===== config.mk =====
export PLATFORM = sky130hd
export DESIGN_NAME = cam_manager
export DESIGN_NICKNAME = d
export VERILOG_FILES = /design/src/rtl/cam_manager.sv
export SDC_FILE = /design/constraint.sdc
export NUM_CORES = 1
export LEC_CHECK = 0
export CORE_MARGIN = 2
export CORE_UTILIZATION = 36
export CTS_CLUSTER_DIAMETER = 120
export DETAILED_ROUTE_END_ITERATION = 16
export MAX_ROUTING_LAYER = met4
export SYNTH_ARGS = -nofsm -noshare
export SYNTH_HDL_FRONTEND = slang
export SYNTH_SLANG_ARGS = --single-unit

===== constraint.sdc =====
create_clock -name clk -period 5.1 [get_ports clk]
set_clock_uncertainty 0.1 [all_clocks]
set_input_delay 1.02 -clock clk [delete_from_list [all_inputs] [get_ports clk]]
set_output_delay 1.02 -clock clk [all_outputs]
set_load 0.1 [all_outputs]

===== src/rtl/cam_manager.sv =====
// cam_manager
//   Command-level initiator that owns the CAM read/write/search port. Accepts
//   LOOKUP / INSERT / DELETE / READ commands, sequences the CAM accesses,
//   tracks slot occupancy in a bitmap and returns one response per command.
//
// Optional feature macro: CAM_MANAGER_INIT_SWEEP_EN
//   Defined   : after reset an INIT state writes DELETE_KEY to every index,
//               one per cycle, before the block becomes ready.
//   Undefined : the block is ready (IDLE) straight out of reset.
//
// Ports
//   clk, reset             : clock, synchronous active-high reset
//   cmd_*                  : command channel (valid/ready)
//   resp_*                 : response channel (valid/ready)
//   count_o                : occupied-slot count
//   cam_*                  : CAM strobes, indices, data and results
//   dbg_state_o            : current FSM state (debug / checker binding)
//
// Handshake: a transfer happens on a rising edge where valid and ready are
// both high. The sender holds valid and its payload stable until that edge;
// the receiver may raise or lower ready freely.
module cam_manager #(
  parameter int DATA_WIDTH = 32,
  parameter int ADDR_WIDTH = 5,
  parameter int DEPTH      = 1 << ADDR_WIDTH,
  parameter logic [DATA_WIDTH-1:0] DELETE_KEY = '0
) (
  input  logic                  clk,
  input  logic                  reset,
  input  logic                  cmd_valid_i,
  output logic                  cmd_ready_o,
  input  logic [1:0]            cmd_op_i,
  input  logic [DATA_WIDTH-1:0] cmd_key_i,
  input  logic [ADDR_WIDTH-1:0] cmd_index_i,
  output logic                  resp_valid_o,
  input  logic                  resp_ready_i,
  output logic [1:0]            resp_status_o,
  output logic [ADDR_WIDTH-1:0] resp_index_o,
  output logic [DATA_WIDTH-1:0] resp_data_o,
  output logic [ADDR_WIDTH:0]   count_o,
  output logic                  cam_read_o,
  output logic                  cam_write_o,
  output logic                  cam_search_o,
  output logic [ADDR_WIDTH-1:0] cam_read_index_o,
  output logic [ADDR_WIDTH-1:0] cam_write_index_o,
  output logic [DATA_WIDTH-1:0] cam_write_data_o,
  output logic [DATA_WIDTH-1:0] cam_search_data_o,
  input  logic                  cam_read_valid_i,
  input  logic                  cam_search_valid_i,
  input  logic [DATA_WIDTH-1:0] cam_read_value_i,
  input  logic [ADDR_WIDTH-1:0] cam_search_index_i,
  output logic [2:0]            dbg_state_o
);

  localparam logic [2:0] S_IDLE   = 3'd0;
  localparam logic [2:0] S_SEARCH = 3'd1;
  localparam logic [2:0] S_WAIT_S = 3'd2;
  localparam logic [2:0] S_WRITE  = 3'd3;
  localparam logic [2:0] S_READ   = 3'd4;
  localparam logic [2:0] S_WAIT_R = 3'd5;
  localparam logic [2:0] S_RESP   = 3'd6;
`ifdef CAM_MANAGER_INIT_SWEEP_EN
  localparam logic [2:0] S_INIT   = 3'd7;
  localparam logic [2:0] LP_RESET_STATE = S_INIT;
  localparam logic [ADDR_WIDTH-1:0] LP_LAST = ADDR_WIDTH'(DEPTH - 1);
`else
  localparam logic [2:0] LP_RESET_STATE = S_IDLE;
`endif

  localparam logic [1:0] OP_LOOKUP = 2'd0;
  localparam logic [1:0] OP_INSERT = 2'd1;
  localparam logic [1:0] OP_DELETE = 2'd2;
  localparam logic [1:0] OP_READ   = 2'd3;

  localparam logic [1:0] ST_OK       = 2'd0;
  localparam logic [1:0] ST_NOTFOUND = 2'd1;
  localparam logic [1:0] ST_EXISTS   = 2'd2;
  localparam logic [1:0] ST_REJECT   = 2'd3;

  localparam logic [ADDR_WIDTH:0] LP_DEPTH = (ADDR_WIDTH+1)'(DEPTH);

  logic [2:0]            r_state;
  logic [1:0]            r_op;
  logic [DATA_WIDTH-1:0] r_key;
  logic [ADDR_WIDTH-1:0] r_index;
  logic [ADDR_WIDTH-1:0] r_wr_index;
  logic [DATA_WIDTH-1:0] r_wr_data;
  logic                  r_wr_set;     // 1: pending write allocates, 0: frees
  logic [DEPTH-1:0]      r_bitmap;
  logic [ADDR_WIDTH:0]   r_count;
  logic [1:0]            r_resp_status;
  logic [ADDR_WIDTH-1:0] r_resp_index;
  logic [DATA_WIDTH-1:0] r_resp_data;
`ifdef CAM_MANAGER_INIT_SWEEP_EN
  logic [ADDR_WIDTH-1:0] r_sweep_idx;
`endif

  logic [ADDR_WIDTH-1:0] w_free_index;
  logic                  w_search_hit;
  logic                  w_read_hit;
  logic                  w_sweep;
  logic                  w_wr;

  // Lowest clear bitmap bit; only consulted when the table is not full.
  always_comb begin
    w_free_index = '0;
    for (int i = DEPTH - 1; i >= 0; i--) begin
      if (!r_bitmap[i]) w_free_index = i[ADDR_WIDTH-1:0];
    end
  end

  // The bitmap masks CAM hits on slots that hold stale, never-freed data.
  assign w_search_hit = cam_search_valid_i & r_bitmap[cam_search_index_i];
  assign w_read_hit   = cam_read_valid_i & r_bitmap[r_index];

`ifdef CAM_MANAGER_INIT_SWEEP_EN
  // Gated by reset so no write strobe appears while reset is held in INIT.
  assign w_sweep = (r_state == S_INIT) & ~reset;
`else
  assign w_sweep = 1'b0;
`endif
  assign w_wr = (r_state == S_WRITE);

  assign cmd_ready_o       = (r_state == S_IDLE);
  assign resp_valid_o      = (r_state == S_RESP);
  assign resp_status_o     = r_resp_status;
  assign resp_index_o      = r_resp_index;
  assign resp_data_o       = r_resp_data;
  assign count_o           = r_count;
  assign dbg_state_o       = r_state;

  assign cam_search_o      = (r_state == S_SEARCH);
  assign cam_search_data_o = cam_search_o ? r_key : '0;
  assign cam_read_o        = (r_state == S_READ);
  assign cam_read_index_o  = cam_read_o ? r_index : '0;
  assign cam_write_o       = w_wr | w_sweep;
`ifdef CAM_MANAGER_INIT_SWEEP_EN
  assign cam_write_index_o = w_wr ? r_wr_index : (w_sweep ? r_sweep_idx : '0);
  assign cam_write_data_o  = w_wr ? r_wr_data : (w_sweep ? DELETE_KEY : '0);
`else
  assign cam_write_index_o = w_wr ? r_wr_index : '0;
  assign cam_write_data_o  = w_wr ? r_wr_data : '0;
`endif

  always_ff @(posedge clk) begin
    if (reset) begin
      r_state       <= LP_RESET_STATE;
      r_op          <= OP_LOOKUP;
      r_key         <= '0;
      r_index       <= '0;
      r_wr_index    <= '0;
      r_wr_data     <= '0;
      r_wr_set      <= 1'b0;
      r_bitmap      <= '0;
      r_count       <= '0;
      r_resp_status <= ST_OK;
      r_resp_index  <= '0;
      r_resp_data   <= '0;
`ifdef CAM_MANAGER_INIT_SWEEP_EN
      r_sweep_idx   <= '0;
`endif
    end else begin
      case (r_state)
`ifdef CAM_MANAGER_INIT_SWEEP_EN
        S_INIT: begin
          r_sweep_idx <= r_sweep_idx + 1'b1;
          if (r_sweep_idx == LP_LAST) r_state <= S_IDLE;
        end
`endif
        S_IDLE: begin
          if (cmd_valid_i) begin
            r_op    <= cmd_op_i;
            r_key   <= cmd_key_i;
            r_index <= cmd_index_i;
            if (cmd_op_i == OP_READ) begin
              r_state <= S_READ;
            end else if (cmd_key_i == DELETE_KEY) begin
              // Reserved key: answer immediately without touching the CAM.
              r_resp_status <= ST_REJECT;
              r_resp_index  <= '0;
              r_resp_data   <= '0;
              r_state       <= S_RESP;
            end else begin
              r_state <= S_SEARCH;
            end
          end
        end
        S_SEARCH: r_state <= S_WAIT_S;
        S_WAIT_S: begin
          r_resp_data  <= '0;
          r_resp_index <= '0;
          r_state      <= S_RESP;
          case (r_op)
            OP_LOOKUP: begin
              r_resp_status <= w_search_hit ? ST_OK : ST_NOTFOUND;
              if (w_search_hit) r_resp_index <= cam_search_index_i;
            end
            OP_INSERT: begin
              if (w_search_hit) begin
                r_resp_status <= ST_EXISTS;
                r_resp_index  <= cam_search_index_i;
              end else if (r_count == LP_DEPTH) begin
                r_resp_status <= ST_REJECT;
              end else begin
                r_wr_index    <= w_free_index;
                r_wr_data     <= r_key;
                r_wr_set      <= 1'b1;
                r_resp_status <= ST_OK;
                r_resp_index  <= w_free_index;
                r_state       <= S_WRITE;
              end
            end
            OP_DELETE: begin
              if (w_search_hit) begin
                r_wr_index    <= cam_search_index_i;
                r_wr_data     <= DELETE_KEY;
                r_wr_set      <= 1'b0;
                r_resp_status <= ST_OK;
                r_resp_index  <= cam_search_index_i;
                r_state       <= S_WRITE;
              end else begin
                r_resp_status <= ST_NOTFOUND;
              end
            end
            default: r_resp_status <= ST_REJECT;
          endcase
        end
        S_WRITE: begin
          // Occupancy changes on the same edge the CAM write completes.
          r_bitmap[r_wr_index] <= r_wr_set;
          r_count <= r_wr_set ? r_count + 1'b1 : r_count - 1'b1;
          r_state <= S_RESP;
        end
        S_READ: r_state <= S_WAIT_R;
        S_WAIT_R: begin
          r_resp_status <= w_read_hit ? ST_OK : ST_NOTFOUND;
          r_resp_index  <= r_index;
          r_resp_data   <= w_read_hit ? cam_read_value_i : '0;
          r_state       <= S_RESP;
        end
        S_RESP: begin
          if (resp_ready_i) r_state <= S_IDLE;
        end
        default: r_state <= LP_RESET_STATE;
      endcase
    end
  end

endmodule


==> metrics <==
worst-path cell chain=nor2b_2 > buf_4 > and3_1 > clkdlybuf4s50_1; adder-cell share of the synthesized area=1.57%; status=finished, final reports clean; Port Buffer Count=208; GP Congestion=0.884; WL/cell=17.8 µm; vias in the first global route=6,864; Mapped Cells=932; Setup CP Type=reg -> out; worst r2r src=r_wr_set; worst reg2reg endpoint=count_o[5]; Reg2Reg Setup Slack=1910 ps; max cap viols=0; post-synthesis simple-gate area fraction=26.3%; Least-Margin Pin Slew=1060 ps; Final period util=79.9%; ranking of synthesized cells by area=dfxtp_1 41%, nand2_1 7.7%, a21oi_1 7.6%; Critical Path Source=dbg_state_o[1]; post-synthesis mux area share=8.08%; global-route wire length before repair=38.3 mm; Worst Hold Class=reg -> reg; Die X=150 µm; TritonRoute pass-1 iters=5; initial antenna violation count=1; slowest stage delay, CP=1140 ps; flops & latches, synth=157; Post-CTS Setup Bufs=0; Hold Path End=r_wr_data[4]; Tmin final=4070 ps; Worst EP required=3980 ps; fill cell count=2,078; Rows=53; clk_lat worst skew=430 ps; H-tree lvl count=4; Setup Viol. Count Final=0; worst-path fanout max=32; Ports=209; Slew headroom=29.2%; sequential area share after synthesis=41.0%; Synth top cells by count=157 x dfxtp_1, 157 x nand2_1, 116 x a21oi_1, 55 x clkbuf_1, 49 x nand3_1; clock slew at reported path FFs=70 ps; Arr. time, crit path=2950 ps; Synth-to-Final Area Change=35.5%; Die Y=150 µm; Clock Sinks=157; Final ANT Viol Nets=0; Main synth FF type=dfxtp_1; Overall Global Routing Usage=22.4%; DR vias=7,410; Syn. warnings=0; Final Cell Area=0.0104 mm²; Die Footprint=0.0225 mm²; Final Max Slew Viols=0; XOR/XNOR Fraction of Synth Area=0.571%; Post-synth EDFFs=0; largest net degree at the start of global routing=67; HPWL Detailed=17.2 mm; Avg Synthesized Cell Area=8.22 µm²; fraction of registers with async set/reset=0%; CTS Hold Bufs=0; ratio of cells with drive above 1 in the final layout=11.3%; PostCTS Resize Cnt=0; Final Hold Viols=0; post-synthesis cell area=0.00766 mm²; core area=0.0210 mm²; placed inst area=0.00980 mm²; initial core utilization=36.6%; Max Freq=0.246 GHz; TritonCTS clock tree=done; Yosys cell types=55; Nets=1,193; drc violations=0; Routed WL=24.8 mm; leakage=0.00383 µW; remaining global-route overflow=0; syn nets=1,023; main combinational cell family by area after synthesis=simple AND/OR/NAND/NOR gates; crit start category=flip-flop; Total Power=3530 µW; leading area contributor after synthesis=dfxtp_1; Max VDD drop=207 µV; Root Buffer=clkbuf_16; top-area cell type share of the netlist area=41.0%; clk buf depth=2; crit path max-delay cell type=clkdlybuf4s50_1; Hold Path Stages=2; HP Start=r_key[4]; Fin Setup TNS=0 ps; post-synthesis compound-gate area fraction=17.6%; power per cell area=340 mW/mm²; Worst Setup End Kind=primary output; total CTS buffers=17; Detailed Route Iter0 Violations=580; unrepaired setup endpoints after global routing=no; Reg2Reg Depth=9; DR vias/cell=5.33
==> worst max path at each step <==
stage	endpoint	slack [ps]	cells after the start
2_1_floorplan	resp_data_o[10]	670	8
3_3_place_gp	r_wr_index[1]	1010	9
3_5_place_dp	r_wr_index[4]	960	9
4_1_cts	cam_write_data_o[29]	1030	4
5_1_grt	cam_write_data_o[10]	870	4
6_report	cam_write_data_o[29]	1030	4
==> layout make-up <==
cell class                      count  area (µm²)  area share (%)
Antenna cell                        1        2.50          0.0241
Clock buffer                       18         439            4.23
Clock inverter                     14         148            1.42
Inverter                           18        67.6           0.651
Multi-Input combinational cell    686        4160            40.1
Sequential cell                   157        3140            30.3
Tap cell                          275         344            3.31
Timing Repair Buffer              222        2080            20.0
==> cells in the final DEF (no fill, tap or decap), types with 7 or more instances in the layout <==
cell type,count
clkdlybuf4s50_1,159
dfxtp_1,157
nand2_1,156
a21oi_1,116
buf_4,62
nand3_1,49
nor2_1,44
and3_1,43
and2_1,37
a22o_1,32
o21ai_0,28
mux4_2,19
mux2i_1,18
clkbuf_16,17
inv_1,16
nor3_1,16
nor4_1,14
or3_1,13
nand2b_1,10
nand4_1,9
a211oi_1,9
ha_1,8
a22oi_1,7
==> power breakdown <==
group	switching, µW	total (µW)	internal (µW)
combinational	613	866	253
sequential	88.8	1380	1290
clock	574	1280	704
==> kinds of logic (layout without fill, tap and decap cells) <==
logic type	Yosys count	in the layout
AND/OR/NAND/NOR	413	413
adder cells (fa/ha/maj)	9	9
multiplexers	38	38
flip-flops	157	157
other	0	1
buffers and inverters	89	272
XOR/XNOR	5	5
AO/OA/AOI/OAI	221	221
==> stage by stage <==
step / hold slack [ps] / util (%) / cells / setup slack, ps
global placement: 351 / 46.7 / 1358 / 1010
finish: 360 / 49.6 / 1391 / 1030
global route: 378 / 49.6 / 1391 / 873
floorplan: 341 / - / 932 / 673
detailed placement: 354 / 46.7 / 1358 / 959
CTS: 363 / 49.5 / 1390 / 1030
==> state kept, by name (all words and copies together) (netlist names), 2 cells and up <==
signal and flops:
r_wr_index 5, r_index 5, r_key 32, resp_status_o 2, count_o 6, r_bitmap 32, r_wr_data 32, resp_index_o 5
r_op 2, resp_data_o 32, dbg_state_o 3
==> metal layers <==
metal	vias up	part of all wire, %	track usage (%)
met5	-	0	-
met4	0	1.8	7.31
met3	25	7.4	4.48
met2	268	46	34.3
met1	3450	45	29.7
li1	3667	-	-
==> worst max-delay path: cells and delay by family (launching register included) <==
| kind | cells | cell delay (ps) |
|---|---|---|
| DFF | 1 | 580 |
| buffers and inverters | 2 | 1460 |
| and+or+nand+nor | 2 | 480 |
Note: power is estimated with default switching activity, not from simulation.
